File: src/rtl/alu_issue_ctrl.sv
// alu_issue_ctrl: clocked, back-pressured issue stage in front of the
// combinational 8-bit ALU. Requests queue in a DEPTH-entry FIFO; a small FSM
// loads one operation at a time into registered ALU inputs, waits one cycle for
// the ALU to settle, then captures the result and holds it on a valid/ready
// response channel until it is taken.
//
// Optional build macro: ALU_ISSUE_ZERO_FLAG_EN adds the rsp_zero output, which
// is captured with the response and is 1 when the captured ALU_Out is zero.
module alu_issue_ctrl #(
  parameter int WIDTH = 8,
  parameter int DEPTH = 4
) (
  input  logic             clk,
  input  logic             rst_n,
  input  logic             req_valid,
  output logic             req_ready,
  input  logic [WIDTH-1:0] req_a,
  input  logic [WIDTH-1:0] req_b,
  input  logic [3:0]       req_sel,
  output logic [WIDTH-1:0] alu_a,
  output logic [WIDTH-1:0] alu_b,
  output logic [3:0]       alu_sel,
  input  logic [WIDTH-1:0] alu_out,
  input  logic             alu_carry,
  output logic             rsp_valid,
  input  logic             rsp_ready,
  output logic [WIDTH-1:0] rsp_result,
  output logic             rsp_carry,
  output logic [3:0]       rsp_sel
`ifdef ALU_ISSUE_ZERO_FLAG_EN
  ,
  output logic             rsp_zero
`endif
);

  // Pointer and occupancy widths; DEPTH is a power of two so pointers wrap
  // naturally on overflow.
  localparam int PW = (DEPTH > 1) ? $clog2(DEPTH) : 1;
  localparam int CW = $clog2(DEPTH + 1);
  localparam logic [CW-1:0] FULL_CNT = CW'(DEPTH);

  typedef struct packed {
    logic [3:0]       sel;
    logic [WIDTH-1:0] b;
    logic [WIDTH-1:0] a;
  } req_t;

  typedef enum logic [1:0] {
    IDLE = 2'd0,
    EXEC = 2'd1,
    RESP = 2'd2
  } state_t;

  // ---------------------------------------------------------------------------
  // State
  // ---------------------------------------------------------------------------
  state_t           state_q, state_d;
  logic [PW-1:0]    wr_ptr_q, wr_ptr_d;
  logic [PW-1:0]    rd_ptr_q, rd_ptr_d;
  logic [CW-1:0]    count_q, count_d;
  logic             rdy_en_q, rdy_en_d;

  logic [WIDTH-1:0] alu_a_q, alu_a_d;
  logic [WIDTH-1:0] alu_b_q, alu_b_d;
  logic [3:0]       alu_sel_q, alu_sel_d;

  logic             rsp_valid_q, rsp_valid_d;
  logic [WIDTH-1:0] rsp_result_q, rsp_result_d;
  logic             rsp_carry_q, rsp_carry_d;
  logic [3:0]       rsp_sel_q, rsp_sel_d;
`ifdef ALU_ISSUE_ZERO_FLAG_EN
  logic             rsp_zero_q, rsp_zero_d;
`endif

  req_t             mem_q [DEPTH];
  req_t             head;
  req_t             req_in;

  logic             fifo_empty;
  logic             push;
  logic             pop;
  logic             load;
  logic             capture;
  logic             release_rsp;

  // ---------------------------------------------------------------------------
  // Request side
  // ---------------------------------------------------------------------------
  // rdy_en_q keeps req_ready low during reset and lets it rise on the first
  // clock after release. Full is judged on the registered count only, so a
  // full FIFO never accepts in the same cycle it pops.
  assign fifo_empty = (count_q == '0);
  assign req_ready  = rdy_en_q && (count_q != FULL_CNT);
  assign push       = req_valid && req_ready;
  assign pop        = load;
  assign head       = mem_q[rd_ptr_q];

  // Pack the incoming request into a FIFO entry.
  always_comb begin
    req_in     = '0;
    req_in.a   = req_a;
    req_in.b   = req_b;
    req_in.sel = req_sel;
  end

  // FIFO storage: entries are only meaningful while counted, so no reset.
  always_ff @(posedge clk) begin
    if (push) begin
      mem_q[wr_ptr_q] <= req_in;
    end
  end

  // Pointer and occupancy update; a simultaneous push and pop leaves the count alone.
  always_comb begin
    wr_ptr_d = wr_ptr_q;
    rd_ptr_d = rd_ptr_q;
    count_d  = count_q;
    rdy_en_d = 1'b1;
    if (push) begin
      wr_ptr_d = wr_ptr_q + 1'b1;
    end
    if (pop) begin
      rd_ptr_d = rd_ptr_q + 1'b1;
    end
    unique case ({push, pop})
      2'b10:   count_d = count_q + 1'b1;
      2'b01:   count_d = count_q - 1'b1;
      default: count_d = count_q;
    endcase
  end

  // ---------------------------------------------------------------------------
  // Issue FSM
  // ---------------------------------------------------------------------------
  // Next state and per-cycle actions. The RESP decision looks at the count
  // before any same-cycle push, so a request arriving into an empty FIFO
  // waits for the following IDLE decision.
  always_comb begin
    state_d     = state_q;
    load        = 1'b0;
    capture     = 1'b0;
    release_rsp = 1'b0;
    unique case (state_q)
      IDLE: begin
        if (!fifo_empty) begin
          load    = 1'b1;
          state_d = EXEC;
        end
      end
      EXEC: begin
        capture = 1'b1;
        state_d = RESP;
      end
      RESP: begin
        if (rsp_ready) begin
          release_rsp = 1'b1;
          if (!fifo_empty) begin
            load    = 1'b1;
            state_d = EXEC;
          end else begin
            state_d = IDLE;
          end
        end
      end
      default: state_d = IDLE;
    endcase
  end

  // ALU input registers: change only on load so ALU_Out is settled by capture.
  always_comb begin
    alu_a_d   = alu_a_q;
    alu_b_d   = alu_b_q;
    alu_sel_d = alu_sel_q;
    if (load) begin
      alu_a_d   = head.a;
      alu_b_d   = head.b;
      alu_sel_d = head.sel;
    end
  end

  // Response registers: captured at the end of EXEC, held until handshake.
  always_comb begin
    rsp_valid_d  = rsp_valid_q;
    rsp_result_d = rsp_result_q;
    rsp_carry_d  = rsp_carry_q;
    rsp_sel_d    = rsp_sel_q;
`ifdef ALU_ISSUE_ZERO_FLAG_EN
    rsp_zero_d   = rsp_zero_q;
`endif
    if (capture) begin
      rsp_valid_d  = 1'b1;
      rsp_result_d = alu_out;
      rsp_carry_d  = alu_carry;
      rsp_sel_d    = alu_sel_q;
`ifdef ALU_ISSUE_ZERO_FLAG_EN
      rsp_zero_d   = (alu_out == '0);
`endif
    end else if (release_rsp) begin
      rsp_valid_d = 1'b0;
    end
  end

  // Control, pointer and FSM state registers; reset discards all queued work.
  always_ff @(posedge clk or negedge rst_n) begin
    if (!rst_n) begin
      state_q  <= IDLE;
      wr_ptr_q <= '0;
      rd_ptr_q <= '0;
      count_q  <= '0;
      rdy_en_q <= 1'b0;
    end else begin
      state_q  <= state_d;
      wr_ptr_q <= wr_ptr_d;
      rd_ptr_q <= rd_ptr_d;
      count_q  <= count_d;
      rdy_en_q <= rdy_en_d;
    end
  end

  // ALU operand registers; cleared on reset so the ALU sees a known operation.
  always_ff @(posedge clk or negedge rst_n) begin
    if (!rst_n) begin
      alu_a_q   <= '0;
      alu_b_q   <= '0;
      alu_sel_q <= '0;
    end else begin
      alu_a_q   <= alu_a_d;
      alu_b_q   <= alu_b_d;
      alu_sel_q <= alu_sel_d;
    end
  end

  // Response registers; cleared on reset so no stale result is presented.
  always_ff @(posedge clk or negedge rst_n) begin
    if (!rst_n) begin
      rsp_valid_q  <= 1'b0;
      rsp_result_q <= '0;
      rsp_carry_q  <= 1'b0;
      rsp_sel_q    <= '0;
`ifdef ALU_ISSUE_ZERO_FLAG_EN
      rsp_zero_q   <= 1'b0;
`endif
    end else begin
      rsp_valid_q  <= rsp_valid_d;
      rsp_result_q <= rsp_result_d;
      rsp_carry_q  <= rsp_carry_d;
      rsp_sel_q    <= rsp_sel_d;
`ifdef ALU_ISSUE_ZERO_FLAG_EN
      rsp_zero_q   <= rsp_zero_d;
`endif
    end
  end

  assign alu_a      = alu_a_q;
  assign alu_b      = alu_b_q;
  assign alu_sel    = alu_sel_q;
  assign rsp_valid  = rsp_valid_q;
  assign rsp_result = rsp_result_q;
  assign rsp_carry  = rsp_carry_q;
  assign rsp_sel    = rsp_sel_q;
`ifdef ALU_ISSUE_ZERO_FLAG_EN
  assign rsp_zero   = rsp_zero_q;
`endif

endmodule

File: config.mk
export PLATFORM = sky130hd
export DESIGN_NAME = alu_issue_ctrl
export DESIGN_NICKNAME = d
export VERILOG_FILES = /design/src/rtl/alu_issue_ctrl.sv
export SDC_FILE = /design/constraint.sdc
export NUM_CORES = 1
export LEC_CHECK = 0
export ABC_AREA = 0
export BUFFER_PORTS_ARGS = -buffer_cell sky130_fd_sc_hd__buf_2
export CELL_PAD_IN_SITES_DETAIL_PLACEMENT = 1
export CELL_PAD_IN_SITES_GLOBAL_PLACEMENT = 1
export CORE_AREA = 2 2 98 100
export CTS_CLUSTER_DIAMETER = 30
export CTS_CLUSTER_SIZE = 28
export DETAILED_ROUTE_END_ITERATION = 10
export DIE_AREA = 0 0 100 102
export MAX_ROUTING_LAYER = met4
export PLACE_DENSITY_LB_ADDON = 0.08
export SYNTH_ARGS = -nofsm -noshare
export SYNTH_HDL_FRONTEND = slang
export SYNTH_SLANG_ARGS = --single-unit
File: constraint.sdc
create_clock -name clk -period 6.4 [get_ports clk]
set_input_delay 1.6 -clock clk [delete_from_list [all_inputs] [get_ports clk]]
set_output_delay 1.6 -clock clk [all_outputs]
set_load 0.05 [all_outputs]
==> run summary <==
* routed wirelength normalized by instance count: 20.1 um
* endpoint of the worst hold-timing path: rsp_result[0]
* slowest CP cell: dfrtp_1
* Remaining Overflow, GRT: 0
* DPL Wire Length: 5.02 mm
* Reg2Reg Capture Point: count_q[2]
* fraction of layout cells with a size suffix above 1: 49.1%
* sequential cell area: 3500 sq um
* internal reg-to-reg setup slack: 4.11 ns
* number of fill cells in the layout: 803
* post-CTS setup buffer count: 0
* syn_nets: 261
* share of the clock period used by the worst path after layout: 48.1%
* Overall Global Routing Usage: 19.3%
* share of the synthesized area in the top cell type: 50.5%
* cells resized by post-CTS repair: 0
* power share of the sequential group: 36.6%
* startpoint types: flop
* Cells on Worst Hold Path: 1
* portion of netlist area occupied by mux cells: 19.3%
* total core area: 9110 sq um
* most frequent cells in the layout: edfxtp_1, buf_2, dfrtp_1
* signed area change from the synthesized netlist to the final layout: 20.5%
* TNS Setup: 0 ns
* buffer and inverter count on the worst path: 1
* final antenna diode count: 0
* wire length of the first global-routing pass: 13.6 mm
* count of standard-cell rows: 35
* Routed WL: 8.59 mm
* number of failing hold endpoints at the final stage: 0
* number of CTS-inserted buffers: 17
* number of iterations in the first detailed-routing pass: 4
* Finish-stage setup viols: 0
* RSZ-0062 raised after global routing: no
* worst max-slew margin expressed relative to the limit: 27.4%
* dominant combinational cell family by area after synthesis: multiplexers
* complex-gate fraction of the synthesized area: 0.762%
* switching portion of total power: 37.0%
* class of the worst hold path: flop to flop
* remaining design rule violation count: 0
* most common cell after layout, fill and taps aside: edfxtp_1
* Power Density: 575 nW/um^2
* number of buffers inserted for hold repair after clock tree synthesis: 0
* critical path peak fanout: 5
* worst slack after detailed placement: 2.84 ns
* Worst Clk Skew: 0.00668 ns
* Die W: 100 um
* Max Clk Rate: 325 MHz
* clock slew seen by the registers of the worst setup and hold paths: 0.06 ns
* critical setup path kind: flop to output port
* Cells after Synth: 222
* hold path startpoint: rsp_result[0]
* mean post-synth cell area: 21.4 sq um
* buffers from clock root to sink, at most: 2
* Yosys top cell by area: edfxtp_1
* placer congestion estimate: 0.677
* Post-Syn Area: 4760 sq um
* Setup crit end kind: output port
* number of buffers inserted by port buffering: 67
* IR drop worst, VDD: 245 uV
* Crit path required time: 4.80 ns
* Crit path max-delay family: flip-flops
* via count of the first global-routing pass: 2,499
* pin count of the biggest net entering global routing: 45
* Adder-Cell Fraction of Synth Area: 1.73%
* TritonCTS clock tree: done
* top-level port count: 68
* first-iteration detailed-routing DRC count: 70
* number of nets in the final layout: 342
* clock sink total: 124
* simple logic cell fraction of the synthesized area: 1.81%
* result of the run: complete, no violations
* part of the Yosys area used for sequential elements: 73.6%
* die span in y: 102 um
* post-synthesis register bit count: 124
* full die area: 10,200 sq um
* Yosys warning total: 0
* P_sw: 1.22 mW
* internal power consumption: 2.08 mW
* slew at the pin closest to its max-slew limit: 1.09 ns
* launching point of the worst reg2reg path: count_q[0]
* number of vias in the routed layout: 2,278
* number of distinct library cell variants in the gate-level netlist after synthesis: 29
* Final Critical Period: 3.08 ns
* insertion delay of the later-clocked pin in the worst-skew pair: 0.51 ns
* total power draw: 3.30 mW
* Final Worst Setup Slack: 3.32 ns
* Vias/cell: 5.33
* FF-to-FF path depth: 8
* clock network power share: 25.9%
* CTS HTree Levels: 4
* combined area of the multi-input logic cells: 1180 sq um
* arrival time of data at the critical path endpoint: 1.48 ns
* crit-path cells: o31a_1, buf_2
* count of maximum capacitance violations: 0
* Slew Viols, Final: 0
* clock tree root driver cell: clkbuf_8
* initial cell density of the core: 52.3%
* fraction of power consumed by combinational cells: 37.5%
* cell types occupying the most area after synthesis: edfxtp_1, dfrtp_1, mux4_2, mux2_4, mux2_2
* Post-Synth XOR/XNOR Area: 1.10%
* antenna viol nets, final: 0
* leakage dissipation: 2.25 nW
* biggest cell delay along the critical path: 0.46 ns
* initial antenna violation count: 0
state kept, by name, indices dropped and copies added, names as in the netlist:
signal      count
mem_q          80
rsp_carry       1
alu_a           8
rdy_en_q        1
alu_sel         4
rd_ptr_q        2
alu_b           8
state_q         2
rsp_sel         4
count_q         3
rsp_result      8
wr_ptr_q        2
rsp_valid       1
logic make-up (layout without fill, tap and decap cells):
logic type | Yosys count | after routing
buf+inv | 13 | 107
mux | 55 | 55
xor+xnor | 6 | 6
fa+ha+maj | 6 | 6
compound gates | 5 | 5
other cells | 1 | 1
flops | 124 | 124
simple gates | 12 | 12
worst max path at each step:
stage	start	to	slack, ns	cells after the start
after floorplan	rsp_ready	count_q[1]	3.20	6
after global placement	rsp_ready	count_q[1]	2.90	7
after detailed placement	rsp_ready	count_q[1]	2.84	7
after CTS	count_q[0]	req_ready	3.29	2
after global routing	count_q[0]	req_ready	3.25	2
final	count_q[0]	req_ready	3.32	2
through the flow:
step           cells  cell area [sq um]  hold slack (ns)  utilization, %
2_1_floorplan    222               4760            0.477               -
3_3_place_gp     395               5200            0.484            57.0
3_5_place_dp     395               5200            0.491            57.0
4_1_cts          427               5740            0.503            63.0
5_1_grt          427               5740            0.518            63.0
6_report         427               5740            0.499            63.0
synthesized netlist by cell type:
master	number
nor2_1	1
nor3_1	1
conb_1	1
inv_1	6
edfxtp_1	80
mux2_4	18
fa_1	1
mux2_2	17
xor2_1	2
nor3_2	1
nor3_4	1
buf_2	1
nor4b_1	1
clkbuf_1	1
nand2_1	1
mux4_1	2
and2b_1	1
dfrtp_1	44
buf_4	3
o311a_1	1
a21o_1	1
and2_1	4
nor2_2	1
a21oi_1	2
ha_1	5
mux4_2	18
buf_6	2
xnor2_1	4
o31a_1	1
layer usage:
metal	up-vias	GRT usage, %	part of all wire (%)
met5	-	-	0
met4	0	8.54	1.2
met3	9	4.99	4.6
met2	75	30.2	51
li1	1023	-	-
met1	1171	24.1	44
worst register-to-register path, stage by stage, from the launching register on:
cell and delay [ns]:
dfrtp_1 0.46, nor3_2 0.35, nor3_4 0.07, buf_4 0.28, ha_1 0.29, fa_1 0.39
xnor2_1 0.16, nor2_1 0.06, xnor2_1 0.12
power by group through the flow:
| stage | clock network (mW) | registers [mW] | logic, mW |
|---|---|---|---|
| after global placement | 0 | 1.21 | 1.22 |
| after CTS | 0.872 | 1.21 | 1.26 |
| after global routing | 0.904 | 1.24 | 1.32 |
| final | 0.854 | 1.21 | 1.24 |
| after detailed placement | 0 | 1.22 | 1.25 |
| after floorplan | 0 | 1.56 | 0.640 |
cell type report:
cell class / instances / share of cell area [%]
clock buffer: 17 / 7.22
clock inverter: 15 / 2.18
inverter: 6 / 0.393
multi-input combinational: 85 / 20.6
sequential: 124 / 61.1
tap: 111 / 2.42
timing repair buffer: 69 / 6.11
No activity file was read; power rests on OpenSTA's default activity.
